**src/rtl/sram_port_arbiter.sv**
```systemverilog
// ============================================================================
// sram_port_arbiter : N-channel arbiter onto one single-port SRAM, with a
//                     fixed-latency {valid,id,error} response pipeline.
// Revision 1.0
// ============================================================================
`default_nettype none

module sram_port_arbiter #(
    parameter int          NUM_CH   = 3,
    parameter int          RD_LAT   = 1,
    parameter int          RR_MODE  = 1,
    parameter logic [31:0] MEM_BASE = 32'h0000_0000,
    parameter logic [31:0] MEM_SIZE = 32'h0001_0000
) (
    input  logic                 clk_i,
    input  logic                 rst_ni,
    input  logic [NUM_CH-1:0]    ch_req_i,
    input  logic [NUM_CH*32-1:0] ch_addr_i,
    input  logic [NUM_CH*32-1:0] ch_wdata_i,
    input  logic [NUM_CH-1:0]    ch_we_i,
    input  logic [NUM_CH*4-1:0]  ch_be_i,
    output logic [NUM_CH-1:0]    ch_gnt_o,
    output logic [NUM_CH-1:0]    ch_ack_o,
    output logic [NUM_CH-1:0]    ch_error_o,
    output logic [NUM_CH*32-1:0] ch_rdata_o,
    output logic                 sram_req_o,
    output logic [31:0]          sram_addr_o,
    output logic [31:0]          sram_wdata_o,
    output logic                 sram_we_o,
    output logic [3:0]           sram_be_o,
    input  logic [31:0]          sram_rdata_i
);

    localparam int          PTR_W  = $clog2(NUM_CH);
    localparam logic [32:0] WIN_LO = {1'b0, MEM_BASE};
    localparam logic [32:0] WIN_HI = {1'b0, MEM_BASE} + {1'b0, MEM_SIZE};

    logic [PTR_W-1:0]  ptr;
    logic              gnt_any;
    logic [PTR_W-1:0]  gnt_id;
    logic [31:0]       sel_addr;
    logic              sel_we;
    logic              in_win;

    logic [RD_LAT-1:0] pipe_vld;
    logic [RD_LAT-1:0] pipe_err;
    logic [RD_LAT-1:0] pipe_we;
    logic [PTR_W-1:0]  pipe_id [RD_LAT];

    // Arbitration is suppressed in reset so nothing can reach the SRAM port.
    always_comb begin
        logic [PTR_W-1:0] cand;
        cand    = '0;
        gnt_any = 1'b0;
        gnt_id  = '0;
        if (rst_ni) begin
            for (int i = 0; i < NUM_CH; i++) begin
                cand = (RR_MODE != 0) ? PTR_W'((int'(ptr) + i) % NUM_CH) : PTR_W'(i);
                if (!gnt_any && ch_req_i[cand]) begin
                    gnt_any = 1'b1;
                    gnt_id  = cand;
                end
            end
        end
    end

    always_comb begin
        ch_gnt_o = '0;
        if (gnt_any) begin
            ch_gnt_o[gnt_id] = 1'b1;
        end
    end

    assign sel_addr = ch_addr_i[32*gnt_id +: 32];
    assign sel_we   = ch_we_i[gnt_id];
    // 33-bit compare so a window ending at 2^32 does not wrap to zero.
    assign in_win   = ({1'b0, sel_addr} >= WIN_LO) && ({1'b0, sel_addr} < WIN_HI);

    assign sram_req_o   = gnt_any && in_win;
    assign sram_addr_o  = sram_req_o ? sel_addr : '0;
    assign sram_wdata_o = sram_req_o ? ch_wdata_i[32*gnt_id +: 32] : '0;
    assign sram_we_o    = sram_req_o && sel_we;
    assign sram_be_o    = sram_req_o ? ch_be_i[4*gnt_id +: 4] : '0;

    always_ff @(posedge clk_i or negedge rst_ni) begin
        if (!rst_ni) begin
            ptr      <= '0;
            pipe_vld <= '0;
            pipe_err <= '0;
            pipe_we  <= '0;
            for (int i = 0; i < RD_LAT; i++) begin
                pipe_id[i] <= '0;
            end
        end else begin
            pipe_vld[0] <= gnt_any;
            pipe_id[0]  <= gnt_id;
            pipe_err[0] <= gnt_any && !in_win;
            pipe_we[0]  <= gnt_any && sel_we;
            for (int i = 1; i < RD_LAT; i++) begin
                pipe_vld[i] <= pipe_vld[i-1];
                pipe_id[i]  <= pipe_id[i-1];
                pipe_err[i] <= pipe_err[i-1];
                pipe_we[i]  <= pipe_we[i-1];
            end
            if ((RR_MODE != 0) && gnt_any) begin
                ptr <= (gnt_id == PTR_W'(NUM_CH - 1)) ? '0 : gnt_id + 1'b1;
            end
        end
    end

    // Read data is only meaningful for a successful read in its ack cycle.
    always_comb begin
        ch_ack_o   = '0;
        ch_error_o = '0;
        ch_rdata_o = '0;
        if (pipe_vld[RD_LAT-1]) begin
            ch_ack_o[pipe_id[RD_LAT-1]]   = 1'b1;
            ch_error_o[pipe_id[RD_LAT-1]] = pipe_err[RD_LAT-1];
            if (!pipe_err[RD_LAT-1] && !pipe_we[RD_LAT-1]) begin
                ch_rdata_o[32*pipe_id[RD_LAT-1] +: 32] = sram_rdata_i;
            end
        end
    end

endmodule

`default_nettype wire
```
**config.mk**
```make
export PLATFORM = sky130hd
export DESIGN_NAME = sram_port_arbiter
export DESIGN_NICKNAME = d
export VERILOG_FILES = /design/src/rtl/sram_port_arbiter.sv
export SDC_FILE = /design/constraint.sdc
export NUM_CORES = 1
export LEC_CHECK = 0
export ABC_AREA = 1
export CORE_AREA = 2 2 164 166
export CTS_CLUSTER_SIZE = 8
export DETAILED_ROUTE_END_ITERATION = 10
export DIE_AREA = 0 0 166 168
export PLACE_DENSITY = 0.56
export SYNTH_ARGS = -nofsm -noshare
export SYNTH_HDL_FRONTEND = slang
export SYNTH_SLANG_ARGS = --single-unit
```
**constraint.sdc**
```tcl
create_clock -name clk_i -period 4.45 [get_ports clk_i]
set_input_delay 1.335 -clock clk_i [delete_from_list [all_inputs] [get_ports clk_i]]
set_output_delay 1.335 -clock clk_i [all_outputs]
set_load 0.02 [all_outputs]
```
==> results of run 1 <==
-- power breakdown --
group / switching (mW) / leakage (nW) / total (mW) / internal [mW]
clock: 0.0317 / 0.0382 / 0.151 / 0.119
combinational: 2.22 / 3.32 / 3.80 / 1.58
sequential: 0.0170 / 0.0882 / 0.109 / 0.0919
-- layer usage --
| layer | up-vias | track usage [%] |
|---|---|---|
| li1 | 2714 | - |
| met1 | 2590 | 17.7 |
| met2 | 335 | 27.3 |
| met3 | 30 | 3.01 |
| met4 | 0 | 4.80 |
| met5 | - | 0 |
-- layout make-up --
type | instances | area [sq um] | area share [%]
Clock buffer | 4 | 78.8 | 0.885
Timing Repair Buffer | 485 | 5050 | 56.8
Sequential cell | 7 | 175 | 1.97
Multi-Input combinational cell | 442 | 2990 | 33.6
Tap cell | 341 | 427 | 4.79
Inverter | 42 | 173 | 1.94
Antenna cell | 1 | 2.50 | 0.0281
-- through the flow --
step	total power [mW]	hold slack [ns]
2_1_floorplan	2.01	0.526
3_3_place_gp	3.32	0.636
3_5_place_dp	3.33	0.659
4_1_cts	3.90	0.667
5_1_grt	4.37	0.699
6_report	4.06	0.654
-- flip-flops by register name, indices dropped and copies added (netlist names) --
signal and cells:
pipe_id 2, pipe_we 1, pipe_vld 1, ptr 2, pipe_err 1
-- cell families (layout without fill, tap and decap cells) --
family | after synthesis | count (layout) | share of synthesized area (%)
buf+inv | 106 | 531 | 16.6
compound gates | 113 | 113 | 25.3
flops | 7 | 7 | 5.62
other cells | 1 | 17 | 0.120
simple gates | 307 | 307 | 49.9
fa+ha+maj | 6 | 6 | 2.41
-- repair_timing --
action                                  CTS  global route
cloned                                    3             1
endpoints found under the setup margin   57            56
pin swaps                                23            31
setup buffers                            18            11
gates resized for setup                 318            61
-- worst paths after layout --
kind                                    endpoint        start  cells past startpoint
worst max-delay path            sram_wdata_o[21]  ch_req_i[1]                     20
worst min-delay path                      ptr[0]       ptr[0]                      3
worst max register to register          pipe_err       ptr[0]                     19
worst min register to register            ptr[0]       ptr[0]                      3
max in group asynchronous               pipe_err       rst_ni                      2
min in group asynchronous                 ptr[1]       rst_ni                      2
-- placed cells by master, fill, tap and decap left out, types with 16 or more instances in the layout --
| cell | count |
|---|---|
| buf_12 | 20 |
| conb_1 | 16 |
| nand2_1 | 70 |
| nor3_1 | 42 |
| buf_4 | 57 |
| a22o_1 | 32 |
| buf_6 | 57 |
| a21oi_1 | 54 |
| clkdlybuf4s50_1 | 343 |
| nor2_1 | 31 |
| nor3b_1 | 22 |
| a32o_1 | 20 |
| nand3_1 | 28 |
| nor2_4 | 55 |
| inv_1 | 33 |
-- tightest hold or removal path, stage by stage, from the launching register on --
cell	delay, ns
dfrtp_1	0.37
inv_1	0.08
buf_4	0.10
o21bai_1	0.06
==> impl_metrics.py, run 1 <==
metrics = {
    "floorplan": {
        "dieArea_sq_um": 27900,
        "io_pins": 419,
        "initial_core_util_pct": 11.8,
        "die_x_um": 166,
        "fp.dieH_um": 168,
        "coreArea_sq_um": 26400,
        "num_rows": 60,
    },
    "yosys": {
        "synth_most_common_cell": "nand2_1",
        "yosys.cell_types.count": 29,
        "synth_top_flop_cell": "dfrtp_1",
        "synth_seq_cells": 7,
        "synth_edf_count": 0,
        "synth.cells.most_frequent": "nand2_1, a21oi_1, nor2_1, nor2_2, nor3_1",
        "synth_top_area_cell": "nand2_1",
        "synth_area_leaders": "nand2_1, a21oi_1, a22o_1, nor2_2, nor3_1",
        "syn_area_sq_um": 3110,
        "postSynthAreaPerCell_sq_um": 5.77,
        "seq_area_frac_synth_pct": 5.62,
        "yosysWarnings": 0,
        "synthArstFlopShare_pct": 100,
        "yosys.area.top_type_share_pct": 10.5,
        "synthCells": 540,
    },
    "power": {
        "power_density_nw_per_um2": 456,
        "p_leak_nw": 3.45,
        "irDropWorstVdd_v": 0.000237,
    },
    "setup_path": {
        "slowest_stage": "buf_4",
        "start_kind": "input pin",
        "required_ns": 3.12,
        "critPathBufInv": 8,
        "cp_cell_sequence": "buf_8, inv_2, nand2_2, nand3_2, nand2_4, buf_4, nand3_4, nand3_4, buf_12, buf_16, nand3_1, nand3_1, nor2_1, nand2_1, nor2_4, nand3_4, buf_4, buf_12, nor2_4, buf_6",
        "cp_max_fo": 14,
        "r2r_slack_ns": 1.46,
        "critPathMaxStageDelay_ns": 0.19,
        "crit_top_cell": "nand3_4",
        "crit_type": "input pin to output pin",
        "crit_family": "simple AND/OR/NAND/NOR gates",
        "cp-end-kind": "output pin",
        "arrival_ns": 3.59,
    },
    "cts": {
        "cts_sinks": 7,
        "cts_root_buf": "clkbuf_16",
        "max-clock-path-buffers": 2,
        "h-tree-depth": 1,
        "ctsHoldBuffers": 0,
        "clk_pin_slew_worst_paths_ns": 0.04,
        "clkLatencyLatePin_ns": 0.23,
        "cts_buffers": 3,
        "cts_tree": "done",
    },
    "detailed_routing": {
        "dr.pass1.iters": 5,
        "routed_wl_um": 23200,
        "ant_nets": 0,
        "drt-initial-drc-count": 269,
        "met1_length_um": 9040,
        "vias": 5669,
        "wire_per_inst_um": 17.6,
        "viasPerCell": 4.29,
        "highest_layer": "met4",
        "drc": 0,
        "route.met2.wl_um": 11700,
        "route.met3.wl_um": 1820,
    },
    "timing": {
        "tightest_slew_ns": 0.519,
        "tns_ns": -22.66,
        "period_minus_slack_ns": 4.93,
        "setup_violations": 54,
        "post-route-period-util_pct": 111,
        "fmax_ghz": 0.203,
        "timing.final.ws_setup_ns": -0.479,
        "rsz0062_at_grt": "true",
        "maxSlewViolCount": 0,
        "skew_ns": 0.00110,
        "hold_viol_final": 0,
        "relSlewSlack_pct": 65.3,
    },
    "placement": {
        "dpl.cell_count": 1286,
        "post-dp-hpwl_um": 19300,
        "gp_congestion": 0.838,
        "place_ws_ns": -1.33,
        "placed_area_sq_um": 7960,
        "io_buffers": 402,
    },
    "layout": {
        "area_growth_pct": 186,
        "finalNetCount": 1231,
        "design_area_sq_um": 8900,
        "fill_cells": 2801,
        "final_util_pct": 33.8,
        "layout-drive-gt1-share_pct": 26.0,
        "instances_no_fill": 1322,
    },
    "outcome": {
        "violations": "setup timing",
        "outcome": "finished, violations left",
    },
    "global_route": {
        "grt_usage_pct": 15.0,
        "first_global_vias": 5628,
        "grt_pass1_wl_um": 33000,
        "grt_start_max_net_pins": 33,
        "grt_overflow": 0,
        "antenna_found_initial": 1,
    },
    "job": {
        "cap_violations": 0,
    },
    "hold_path": {
        "holdCritPathClass": "flip-flop to flip-flop",
    },
}
(Power assumes the default switching activity.)
==> run 2: changes to the inputs <==
CAP_MARGIN = 20   (was default)
==> results of run 2 <==
No change in the layout: final DEF, timing and power equal those of run 1.
